## src/rtl/router_pkg.sv

```systemverilog
// -----------------------------------------------------------------------------
// router_pkg
// Shared definitions for the router ingress parser: port count, payload limit,
// header byte offsets inside a buffered packet, parser states, drop causes and
// a saturating increment helper for the drop counter.
// -----------------------------------------------------------------------------
package router_pkg;

  localparam int NUM_PORTS   = 3;
  localparam int MAX_PAYLOAD = 7;

  // Byte offsets of the header fields inside a buffered packet.
  localparam int OFF_SRC  = 0;
  localparam int OFF_DST  = 1;
  localparam int OFF_SIZE = 2;
  localparam int OFF_DATA = 3;

  typedef enum logic [2:0] {
    ST_IDLE,
    ST_SRC,
    ST_DST,
    ST_SIZE,
    ST_DATA,
    ST_CRC,
    ST_SEND,
    ST_DRAIN
  } state_e;

  typedef enum logic [2:0] {
    ERR_NONE    = 3'd0,
    ERR_SIZE    = 3'd1,
    ERR_FRAME   = 3'd2,
    ERR_CRC     = 3'd3,
    ERR_DST     = 3'd4,
    ERR_RESTART = 3'd5,
    ERR_OVERRUN = 3'd6
  } err_e;

  function automatic logic [7:0] sat_inc(input logic [7:0] v);
    return (v == 8'hFF) ? v : v + 8'd1;
  endfunction

endpackage

```

## src/rtl/pkt_buffer.sv

```systemverilog
// -----------------------------------------------------------------------------
// pkt_buffer
// DEPTH x 8 register file holding one packet. Synchronous write, asynchronous
// read.
//   clk      : clock
//   wr_en    : write wr_data at wr_ptr on the rising edge
//   wr_ptr   : write address
//   wr_data  : write byte
//   rd_ptr   : read address
//   rd_data  : byte at rd_ptr (combinational)
// -----------------------------------------------------------------------------
module pkt_buffer #(
  parameter int DEPTH = 12,
  parameter int AW    = $clog2(DEPTH)
) (
  input  logic          clk,
  input  logic          wr_en,
  input  logic [AW-1:0] wr_ptr,
  input  logic [7:0]    wr_data,
  input  logic [AW-1:0] rd_ptr,
  output logic [7:0]    rd_data
);

  logic [7:0] mem_q [DEPTH];

  // NOTE: the storage array has no reset; every entry is written before the
  // parser ever reads it, so clearing it would only cost a reset network.
  always_ff @(posedge clk) begin
    if (wr_en) begin
      mem_q[wr_ptr] <= wr_data;
    end
  end

  assign rd_data = mem_q[rd_ptr];

endmodule

```

## src/rtl/router_input_parser.sv

```systemverilog
// -----------------------------------------------------------------------------
// router_input_parser
// Router ingress stage. Parses the transmitter byte stream (srcid, dstid,
// size, payload, CRC), checks framing and the XOR CRC over the payload,
// buffers a good packet and forwards it unchanged to the port given by dstid.
// Bad packets are dropped with a cause code and a saturating drop count.
//   clk, rst        : clock, asynchronous active-low reset
//   rx_data/valid   : ingress byte and its qualifier
//   rx_start/rx_end : first (srcid) / last (CRC) byte markers
//   rx_stop         : back-pressure to the transmitter while forwarding
//   out_data/last   : forwarded byte, high on the CRC byte
//   out_valid       : one-hot port select, out_ready per-port accept
//   pkt_ok/pkt_err  : one-cycle accept / drop pulses
//   err_code        : cause of the most recent drop
//   err_count       : saturating drop counter
// -----------------------------------------------------------------------------
module router_input_parser
  import router_pkg::*;
#(
  parameter int BUF_DEPTH = 12
) (
  input  logic                 clk,
  input  logic                 rst,
  input  logic [7:0]           rx_data,
  input  logic                 rx_valid,
  input  logic                 rx_start,
  input  logic                 rx_end,
  output logic                 rx_stop,
  output logic [7:0]           out_data,
  output logic [NUM_PORTS-1:0] out_valid,
  output logic                 out_last,
  input  logic [NUM_PORTS-1:0] out_ready,
  output logic                 pkt_ok,
  output logic                 pkt_err,
  output logic [2:0]           err_code,
  output logic [7:0]           err_count
);

  localparam int PTR_W = $clog2(BUF_DEPTH);

  state_e               state_q;
  logic [PTR_W-1:0]     wr_ptr_q;
  logic [PTR_W-1:0]     rd_ptr_q;
  logic [7:0]           crc_q;
  logic [7:0]           dst_q;
  logic [2:0]           size_q;
  logic [NUM_PORTS-1:0] out_valid_q;
  logic                 pkt_ok_q;
  logic                 pkt_err_q;
  err_e                 err_code_q;
  logic [7:0]           err_count_q;

  logic                 buf_wr_en;
  logic [PTR_W-1:0]     buf_wr_ptr;
  logic [7:0]           buf_rd_data;
  logic [NUM_PORTS-1:0] dst_onehot;
  logic [PTR_W-1:0]     last_data_idx;
  logic [PTR_W-1:0]     last_pkt_idx;
  logic                 out_accept;

  // Every byte the receive states see is stored; a restart byte always lands
  // at the srcid slot because it begins a new packet.
  // NOTE: each always_comb output gets a default before any branch, so no
  // path leaves it unassigned and no latch is inferred.
  always_comb begin
    buf_wr_en  = 1'b0;
    buf_wr_ptr = rx_start ? PTR_W'(OFF_SRC) : wr_ptr_q;
    unique case (state_q)
      ST_IDLE:                          buf_wr_en = rx_valid && rx_start;
      ST_DST, ST_SIZE, ST_DATA, ST_CRC: buf_wr_en = rx_valid;
      default:                          buf_wr_en = 1'b0;
    endcase
  end

  always_comb begin
    dst_onehot = '0;
    for (int p = 0; p < NUM_PORTS; p++) begin
      dst_onehot[p] = (dst_q == 8'(p));
    end
  end

  assign last_data_idx = PTR_W'(OFF_DATA - 1) + PTR_W'(size_q);
  assign last_pkt_idx  = PTR_W'(OFF_DATA) + PTR_W'(size_q);
  // out_valid_q is one-hot on dst, so this is out_ready[dst] while forwarding.
  assign out_accept    = |(out_valid_q & out_ready);

  pkt_buffer #(.DEPTH(BUF_DEPTH), .AW(PTR_W)) u_buf (
    .clk     (clk),
    .wr_en   (buf_wr_en),
    .wr_ptr  (buf_wr_ptr),
    .wr_data (rx_data),
    .rd_ptr  (rd_ptr_q),
    .rd_data (buf_rd_data)
  );

  // NOTE: all state here is assigned with <= so every register samples the
  // pre-edge values; blocking assignments would make the order of statements
  // change the hardware.
  always_ff @(posedge clk or negedge rst) begin
    if (!rst) begin
      state_q     <= ST_IDLE;
      wr_ptr_q    <= '0;
      rd_ptr_q    <= '0;
      crc_q       <= '0;
      dst_q       <= '0;
      size_q      <= '0;
      out_valid_q <= '0;
      pkt_ok_q    <= 1'b0;
      pkt_err_q   <= 1'b0;
      err_code_q  <= ERR_NONE;
      err_count_q <= '0;
    end else begin
      pkt_ok_q  <= 1'b0;
      pkt_err_q <= 1'b0;
      unique case (state_q)
        ST_IDLE: begin
          if (rx_valid && rx_start) begin
            wr_ptr_q <= PTR_W'(OFF_DST);
            crc_q    <= '0;
            state_q  <= ST_DST;
          end
        end

        ST_DST, ST_SIZE, ST_DATA, ST_CRC: begin
          if (rx_valid) begin
            if (rx_start) begin
              // Drop the current packet and treat this byte as a new srcid.
              pkt_err_q   <= 1'b1;
              err_code_q  <= ERR_RESTART;
              err_count_q <= sat_inc(err_count_q);
              wr_ptr_q    <= PTR_W'(OFF_DST);
              crc_q       <= '0;
              state_q     <= ST_DST;
            end else if (rx_end && state_q != ST_CRC) begin
              pkt_err_q   <= 1'b1;
              err_code_q  <= ERR_FRAME;
              err_count_q <= sat_inc(err_count_q);
              state_q     <= ST_IDLE;
            end else begin
              wr_ptr_q <= wr_ptr_q + 1'b1;
              unique case (state_q)
                ST_DST: begin
                  dst_q   <= rx_data;
                  state_q <= ST_SIZE;
                end
                ST_SIZE: begin
                  size_q <= rx_data[2:0];
                  if (rx_data == 8'd0 || rx_data > 8'(MAX_PAYLOAD)) begin
                    pkt_err_q   <= 1'b1;
                    err_code_q  <= ERR_SIZE;
                    err_count_q <= sat_inc(err_count_q);
                    state_q     <= ST_DRAIN;
                  end else begin
                    state_q <= ST_DATA;
                  end
                end
                ST_DATA: begin
                  crc_q <= crc_q ^ rx_data;
                  if (wr_ptr_q == last_data_idx) begin
                    state_q <= ST_CRC;
                  end
                end
                default: begin  // ST_CRC
                  if (!rx_end) begin
                    pkt_err_q   <= 1'b1;
                    err_code_q  <= ERR_FRAME;
                    err_count_q <= sat_inc(err_count_q);
                    state_q     <= ST_DRAIN;
                  end else if (rx_data != crc_q) begin
                    pkt_err_q   <= 1'b1;
                    err_code_q  <= ERR_CRC;
                    err_count_q <= sat_inc(err_count_q);
                    state_q     <= ST_IDLE;
                  end else if (dst_q >= 8'(NUM_PORTS)) begin
                    pkt_err_q   <= 1'b1;
                    err_code_q  <= ERR_DST;
                    err_count_q <= sat_inc(err_count_q);
                    state_q     <= ST_IDLE;
                  end else begin
                    pkt_ok_q    <= 1'b1;
                    rd_ptr_q    <= '0;
                    out_valid_q <= dst_onehot;
                    state_q     <= ST_SEND;
                  end
                end
              endcase
            end
          end
        end

        ST_SEND: begin
          // Ingress bytes are discarded here; a new packet start is an overrun.
          if (rx_valid && rx_start) begin
            pkt_err_q   <= 1'b1;
            err_code_q  <= ERR_OVERRUN;
            err_count_q <= sat_inc(err_count_q);
          end
          if (out_accept) begin
            if (rd_ptr_q == last_pkt_idx) begin
              rd_ptr_q    <= '0;
              out_valid_q <= '0;
              state_q     <= ST_IDLE;
            end else begin
              rd_ptr_q <= rd_ptr_q + 1'b1;
            end
          end
        end

        ST_DRAIN: begin
          if (rx_valid && rx_end) begin
            state_q <= ST_IDLE;
          end
        end

        default: state_q <= ST_IDLE;
      endcase
    end
  end

  assign rx_stop   = (state_q == ST_SEND);
  assign out_valid = out_valid_q;
  assign out_data  = (state_q == ST_SEND) ? buf_rd_data : 8'h00;
  assign out_last  = (state_q == ST_SEND) && (rd_ptr_q == last_pkt_idx);
  assign pkt_ok    = pkt_ok_q;
  assign pkt_err   = pkt_err_q;
  assign err_code  = err_code_q;
  assign err_count = err_count_q;

endmodule

```

## config.mk

```make
export PLATFORM = sky130hd
export DESIGN_NAME = router_input_parser
export DESIGN_NICKNAME = d
export VERILOG_FILES = /design/src/rtl/router_pkg.sv /design/src/rtl/pkt_buffer.sv /design/src/rtl/router_input_parser.sv
export SDC_FILE = /design/constraint.sdc
export NUM_CORES = 1
export LEC_CHECK = 0
export BUFFER_PORTS_ARGS = -buffer_cell sky130_fd_sc_hd__buf_2
export CAP_MARGIN = 25
export CORE_MARGIN = 1.5
export CORE_UTILIZATION = 40
export DETAILED_ROUTE_END_ITERATION = 8
export HOLD_SLACK_MARGIN = 0.15
export PLACE_DENSITY = 0.57
export SYNTH_ARGS = -nofsm -noshare
export SYNTH_HDL_FRONTEND = slang
export SYNTH_SLANG_ARGS = --single-unit
```

## constraint.sdc

```tcl
create_clock -name clk -period 4.1 [get_ports clk]
set_clock_uncertainty 0.1 [all_clocks]
set_input_delay 0.41 -clock clk [delete_from_list [all_inputs] [get_ports clk]]
set_output_delay 0.41 -clock clk [all_outputs]
set_load 0.05 [all_outputs]
```

Word level (Yosys, flattened, before mapping)
Memory sizes are Yosys's and may differ from the RTL's.
Cells that the tools add are included.
{"block": "op_classes", "addsub": 5, "multipliers": 0, "div_mod_pow": 0, "n_lt_le_gt_ge": 2, "n_eq_ne": 31, "shift": 0, "mux": 87, "bitwise_logic": 4, "n_reduce_logical": 22}
{"cell": "$mux 8", "count": 15}
{"cell": "$mux 3", "count": 26}
{"cell": "$mux 4", "count": 14}
{"cell": "$pmux 8 s2", "count": 3}
{"cell": "$mux 1", "count": 18}
{"cell": "$ne 2x2->1 const B", "count": 9}
{"cell": "$pmux 3 s2", "count": 3}
{"cell": "$logic_not 8->1", "count": 2}
{"cell": "$pmux 4 s2", "count": 2}
{"cell": "$reduce_and 5->1", "count": 3}
{"cell": "$eq 3x3->1 const B", "count": 4}
{"cell": "$pmux 3 s4", "count": 1}
{"cell": "$reduce_and 6->1", "count": 2}
{"cell": "$ne 5x5->1 const B", "count": 2}
{"cell": "$reduce_and 10->1", "count": 1}
{"cell": "$ne 3x3->1 const B", "count": 3}
{"cell": "$pmux 3 s3", "count": 1}
{"cell": "$reduce_and 9->1", "count": 1}
{"cell": "$add 2x3->4 const A", "count": 2}
{"cell": "$add 4x1->4 const B", "count": 2}
{"cell": "$add 8x1->8 const B", "count": 1}
{"cell": "$eq 4x4->1", "count": 2}
{"cell": "$eq 8x1->1 const B", "count": 1}
{"cell": "$eq 8x2->1 const B", "count": 1}
{"cell": "other kinds (21)", "count": 32}
{"block": "totals", "regBits": 46, "latchBits": 0, "ramBits": 96, "romBits": 0, "inputBits": 16, "wordCells": 163, "n_memories": 1}
{"memory": "u_buf.mem_q", "words": 12, "width": 8, "rd": 1, "rd_clocked_by_memory_dff": 0, "wr": 1, "line": "pkt_buffer.sv:24", "text": "logic [7:0] mem_q [DEPTH];"}

Longest topological paths before layout
Gate-level depths: netlist of the first run.
{"block": "depth", "depth_word": 10, "depth_mapped": 9, "ltp_nobuf": 8}

Hierarchy
Synthesis of the first run repeated with hierarchy kept, for this count alone.
{"block": "unflattened", "hier_cells": 476, "hier_area_um2": 6533.8}
{"module": "pkt_buffer", "n_inst": 1, "cells_each": 174, "area_each_um2": 3713.6, "seq_area_each_um2": 2882.8}
{"module": "router_input_parser", "n_inst": 1, "cells_each": 302, "area_each_um2": 2820.2, "seq_area_each_um2": 1151.1}

Worst setup path after synthesis of the first run
OpenSTA, ideal clock, no wires.
{"block": "synth_path", "kind": "flip-flop to output port", "startpoint": "register rd_ptr_q[0]", "endpoint": "output port out_data[0]", "t_arrival_ns": 2.010, "required_time_ns": 3.590, "slack_ns": 1.580, "stages_incl_launch_ff": 6, "path_buffers": 2, "path_cell_list": "dfrtp_1 > buf_4 > buf_1 > mux4_2 > a21oi_1 > nor2_1"}
{"block": "synth_via", "elab_chain_len": 2}
{"element": "from (decl)", "line": "router_input_parser.sv:43", "text": "logic [PTR_W-1:0] rd_ptr_q;"}
{"element": "from (signal assigned)", "line": "router_input_parser.sv:204", "text": "rd_ptr_q <= rd_ptr_q + 1'b1;"}
{"element": "$mem_v2 12x8"}
{"element": "$mux 8", "line": "router_input_parser.sv:222", "text": "assign out_data = (state_q == ST_SEND) ? buf_rd_data : 8'h00;"}
{"element": "to (decl)", "line": "router_input_parser.sv:29", "text": "output logic [7:0] out_data,"}
Every way passes these cells.

Final worst setup path of the first run
{"block": "layout_path", "startpoint": "register rd_ptr_q[1]", "endpoint": "output port out_data[5]"}
The elaborated chain is that of the path after synthesis.

==> results.toml, run 1 <==
[finish]
fin_nets = 537
antenna_cells = 0
drive_gt1_share_pct = 22.9
finalNonFillerCells = 744
syn_to_final_growth_pct = 15.6
n_fill_cell = 1427

[worst_setup_path]
rr_startpoint = "state_q[0]"
crit_buf_inv = 2
critPathKind = "flip-flop to output port"
reg2reg_to = "state_q[0]"
crit_family = "flip-flops"
cp_cell_sequence = "buf_4, mux4_2, mux2i_1, nor2_1, a21oi_1, nor2_1, buf_2"
crit_top_cell = "nor2_1"
crit_slowest_cell = "dfrtp_1"
arrival_ps = 2560
cpPeakStageDelay_ps = 750
crit_path_end_kind = "output port"
critPathRequiredTime_ps = 3590
reg2reg_slack_ps = 1250
reg2regPathDepth = 6
worstPathMaxFanout = 16
start_kind = "flip-flop"

[floorplanning]
coreArea_um2 = 15800
num_io_pins = 42
die_y_um = 130
die_area_um2 = 17000
start_util_pct = 40.9
die_w_um = 130
rows = 46

[sta]
max_freq_ghz = 0.326
setup-violations-final = 0
fin_tns_setup_ps = 0
fin_ws_ps = 1030
relSlewSlack_pct = 40.8
maxSlewViolCount = 0
final.period_utilization_pct = 74.9
hold_viol_final = 0
period_minus_slack_ps = 3070
tightest_slew_ps = 885
rsz0062_at_grt = "false"

[placed_design]
pre_cts_slack_ps = 1300
dp_hpwl_mm = 9.63
gp_congestion = 0.931
place_inst = 711
port_buffers = 41

[clock_network]
cts_buffers = 17
cts_tree = "yes"
clk_pin_slew_worst_paths_ps = 60
clock_sinks = 142
cts_root_buf = "clkbuf_16"
insertion_delay_ps = 410
htree_levels = 4
cts.path.max_buffers = 2
post_cts_resized = 0

[power_and_ir_drop]
power.density_nw_per_um2 = 450
ir_worst_vdd_mv = 0.458
p_leak_nw = 2.82

[grt]
grt_max_degree = 40
grt_first_pass_wirelength_mm = 22.2
busiest_layer = "met2"
grt_usage_pct = 18.0
grt_use_met3_pct = 4.80
grt-ovfl-total = 0
grt_pass1_vias = 4009
antenna_found_initial = 0
globalRouteMet2Util_pct = 27.8
grt_use_met1_pct = 25.0

[routing]
first_iter_violations = 386
ant_nets = 0
drtPass1Iterations = 5
drcViolationCount = 0
vias = 4097
vias_per_cell = 5.51
routed_wl_mm = 14.2
avgRoutedWirePerCell_um = 19.1

[logic_synthesis]
syn_avg_cell_area_um2 = 13.8
yosysTopAreaCellShare_pct = 44.5
async_flop_share_pct = 32.4
synth.largest_area_cell = "edfxtp_1"
synth.ff_latch_count = 142
synth_area_um2 = 6480
syn_inst = 471
synth-edff-count = 96
yosysSeqAreaShare_pct = 62.3
syn-num-nets = 493
yosysWarnings = 0
synth_cell_types = 56
yosys-top-cells-area = "edfxtp_1 45%, dfrtp_1 18%, mux4_2 8.3%"
ys.flop_type = "edfxtp_1"

[status]
status = "complete, no violations"

[min_path]
hold_class = "input pin to asynchronous set/reset pin"

[job]
drv_cap = 0
## synthesized netlist by cell type, drive strengths merged, types with 2 or more instances
master  instances
xor2           14
or2             2
nor3b           2
edfxtp         96
nor3           11
a211o           2
nand3          10
a21boi          3
mux2i          11
or4             3
a22o            4
clkbuf         12
a311oi          2
nand2b         12
dfrtp          46
xnor2          11
ha              6
nand4           6
nor2           54
nor4            4
mux2           11
o21ai          29
a21o            2
o21bai          3
nand3b          5
a22oi           2
mux4           24
inv             7
or3b            3
buf            11
nand2          23
and3            4
a21oi          15
o211ai          2
nor2b           4
## timing repair
item | in CTS | in global routing
setup buffers | 0 | 0
hold endpoints to repair | 46 | 0
hold buffers | 1 | 0
endpoints found under the setup margin | 0 | 0
## power by group
| part | switching, W | leakage (nW) | internal, W |
|---|---|---|---|
| logic | 0.000190 | 1.08 | 0.0000790 |
| clock network | 0.000583 | 0.282 | 0.000917 |
| registers | 0.0000368 | 1.46 | 0.00157 |
## final cells by class
class | count | area [µm²] | area share, %
Inverter | 7 | 26.3 | 0.351
Sequential cell | 142 | 4030 | 53.9
Multi-Input combinational cell | 299 | 2300 | 30.8
Timing Repair Buffer | 48 | 273 | 3.64
Tap cell | 216 | 270 | 3.61
Clock buffer | 20 | 447 | 5.97
Clock inverter | 12 | 134 | 1.79
## how the worst max path moves through the flow
stage | start | end | slack, ps | cells after the start
floorplan | rd_ptr_q[0] | out_data[0] | 1580 | 5
global placement | state_q[2] | u_buf.mem_q[4][1] | 1350 | 4
detailed placement | rd_ptr_q[1] | state_q[0] | 1300 | 6
CTS | rd_ptr_q[1] | out_data[5] | 990 | 7
global route | rd_ptr_q[1] | out_data[1] | 870 | 7
finish | rd_ptr_q[1] | out_data[5] | 1030 | 7
## registers in the layout, indices dropped and copies added, names as in the netlist
| name | flops |
|---|---|
| size_q | 3 |
| crc_q | 8 |
| err_code | 3 |
| state_q | 3 |
| err_count | 8 |
| pkt_err | 1 |
| rd_ptr_q | 4 |
| u_buf.mem_q | 96 |
| out_valid | 3 |
| pkt_ok | 1 |
| wr_ptr_q | 4 |
| dst_q | 8 |
## cells by family (layout without fill, tap and decap cells)
kind of cell               after synthesis  after routing  share of synthesized area [%]
adders and majority gates                6              6                           1.16
muxes                                   46             46                           12.0
DFF                                    142            142                           62.3
buffers and inverters                   30             87                           2.16
AOI/OAI and AO/OA                       76             76                           7.84
and+or+nand+nor                        146            146                           11.2
xor gates and xnor gates                25             25                           3.38
## through the flow
stage          hold WS (ps)  utilization, %  area [µm²]  total power [W]
2_1_floorplan          14.4               -        6480          0.00181
3_3_place_gp            375            43.4        6880          0.00190
3_5_place_dp            174            43.6        6900          0.00190
4_1_cts                 260            47.3        7490          0.00341
5_1_grt                 277            47.3        7490          0.00349
6_report                274            47.3        7490          0.00337
## metal layers
layer  routed length, µm  vias up
li1                    -     1875
met1                6600     2074
met2                6700      137
met3                 773       11
met4                 114        0
met5                   0        -
## layout by cell type, fill, tap and decap left out, types with 5 or more instances in the layout
master / count
ha_1: 6
nand2_1: 23
clkbuf_16: 17
xnor2_1: 11
mux2i_1: 11
inv_1: 7
edfxtp_1: 96
nand2b_1: 12
mux2_2: 10
nand3_1: 10
buf_2: 41
mux4_2: 24
a21oi_1: 15
nand3b_1: 5
xor2_1: 14
o21ai_0: 29
inv_6: 5
nor3_1: 11
buf_4: 5
nor2_1: 54
dfrtp_1: 46
nand4_1: 6
(Power assumes the default switching activity.)
==> run 2: changes to the inputs <==
Clock period 4.1 ns to 2.95 ns, I/O delays scaled along.
==> results.toml, run 2 (synthesized netlist as in run 1, its figures left out) <==
[status]
status = "complete, no violations"

[clock_network]
clock_sinks = 142
cts_buffers = 17
post_cts_buffers = 0
insertion_delay_ps = 420
htree_levels = 4
cts_tree = "yes"
post_cts_resized = 0
clk_pin_slew_worst_paths_ps = 60
cts_root_buf = "clkbuf_16"
cts.path.max_buffers = 2

[floorplanning]
rows = 46
die_area_um2 = 17000
die_w_um = 130
coreArea_um2 = 15800
num_io_pins = 42
start_util_pct = 40.9
die_y_um = 130

[worst_setup_path]
arrival_ps = 2310
worstPathMaxFanout = 29
critPathRequiredTime_ps = 2560
critPathKind = "flip-flop to output port"
crit_path_end_kind = "output port"
start_kind = "flip-flop"
crit_slowest_cell = "mux4_2"
cpPeakStageDelay_ps = 580
cp_cell_sequence = "buf_12, mux4_2, mux2i_1, nor2_1, a21oi_1, nor2_1, buf_2"
crit_top_cell = "nor2_1"

[finish]
top_register = "u_buf.mem_q"
drive_gt1_share_pct = 25.9
fin_area_um2 = 7720
fin_nets = 558
largest_reg_flops = 96
final_cell_mix = "96 x edfxtp_1, 54 x nor2_1, 46 x dfrtp_1"
n_fill_cell = 1393
layout_commonest_cell = "edfxtp_1"
antenna_cells = 0
syn_to_final_growth_pct = 19.3

[grt]
grt_first_pass_wirelength_mm = 23.1
grt_max_degree = 30
grt_usage_pct = 18.8
grt_pass1_vias = 4093
grt-ovfl-total = 0
antenna_found_initial = 0

[routing]
avgRoutedWirePerCell_um = 19.4
first_iter_violations = 383
drcViolationCount = 0
routed_wl_mm = 14.8
ant_nets = 0
vias_per_cell = 5.45
drtPass1Iterations = 5
vias = 4168

[sta]
fin_ws_ps = 248
hold_viol_final = 0
max_freq_ghz = 0.370
final.period_utilization_pct = 91.6
period_minus_slack_ps = 2700
maxSlewViolCount = 0
timing.hold.ws_ps = 174
fin_tns_setup_ps = 0
rsz0062_at_grt = "false"
tightest_slew_ps = 529
relSlewSlack_pct = 64.7
setup-violations-final = 0

[placed_design]
port_buffers = 41
gp_congestion = 0.914
pre_cts_slack_ps = 458
dp_hpwl_mm = 9.85
dpl_cell_area_um2 = 7070

[job]
drv_cap = 0

[power_and_ir_drop]
power.density_nw_per_um2 = 635
p_leak_nw = 2.97
ir_worst_vdd_mv = 0.870

[min_path]
hold_class = "input pin to flip-flop"
-- run 2: cell count changes in the layout (fill, tap and decap cells not counted), sizes merged --
cell         previous run  this run
clkbuf                 20        17
bufinv                  2         4
buf                    47        67
dlygate4sd3             1         2
inv                    12        14
clkinvlp                2         1
-- run 2: cell type report --
cell class | instances | area, µm² | share of cell area (%)
Clock buffer | 17 | 425 | 5.51
Clock inverter | 15 | 208 | 2.69
Inverter | 7 | 26.3 | 0.340
Multi-Input combinational cell | 299 | 2300 | 29.8
Sequential cell | 142 | 4030 | 52.2
Tap cell | 216 | 270 | 3.50
Timing Repair Buffer | 69 | 458 | 5.93
-- run 2: critical path: cells and delay by family (launching register included) --
family / cells / cell delay, ps
compound gates: 1 / 110
buf+inv: 2 / 460
flops: 1 / 370
mux: 2 / 820
simple gates: 2 / 120
-- run 2: per-layer routing --
metal | vias up | wire length, µm | global-route usage (%)
met1 | 2131 | 6970 | 25.8
met5 | - | 0 | 0
li1 | 1923 | - | -
met4 | 0 | 165 | 6.21
met2 | 104 | 7090 | 28.7
met3 | 10 | 587 | 5.62
-- run 2: final timing paths --
check | start | slack [ps] | end | cells past startpoint
worst max-delay path | rd_ptr_q[0] | 250 | out_data[6] | 7
worst min-delay path | rx_data[1] | 170 | dst_q[1] | 2
worst max register to register | state_q[2] | 450 | err_count[1] | 5
worst min register to register | err_count[5] | 380 | err_count[5] | 1
max in group asynchronous | rst | 1950 | dst_q[5] | 3
min in group asynchronous | rst | 290 | rd_ptr_q[0] | 2
-- run 2: report_power, final --
part           internal, W  total, W  switching (W)
clock network      0.00143   0.00229       0.000861
logic             0.000115  0.000384       0.000268
registers          0.00218   0.00223      0.0000512
total              0.00373   0.00491        0.00118
-- run 2: what timing repair did --
action                                  in CTS  in global routing
endpoints found under the hold margin       47                  0
endpoints found under the setup margin       0                  0
hold buffers                                 2                  0
-- run 2: per-stage QoR --
stage / total power (W) / std cells / utilization, %
after global routing: 0.00507 / 765 / 48.8
after global placement: 0.00264 / 730 / 44.6
after floorplan: 0.00251 / 471 / -
after CTS: 0.00496 / 765 / 48.8
final: 0.00491 / 765 / 48.8
after detailed placement: 0.00265 / 731 / 44.7
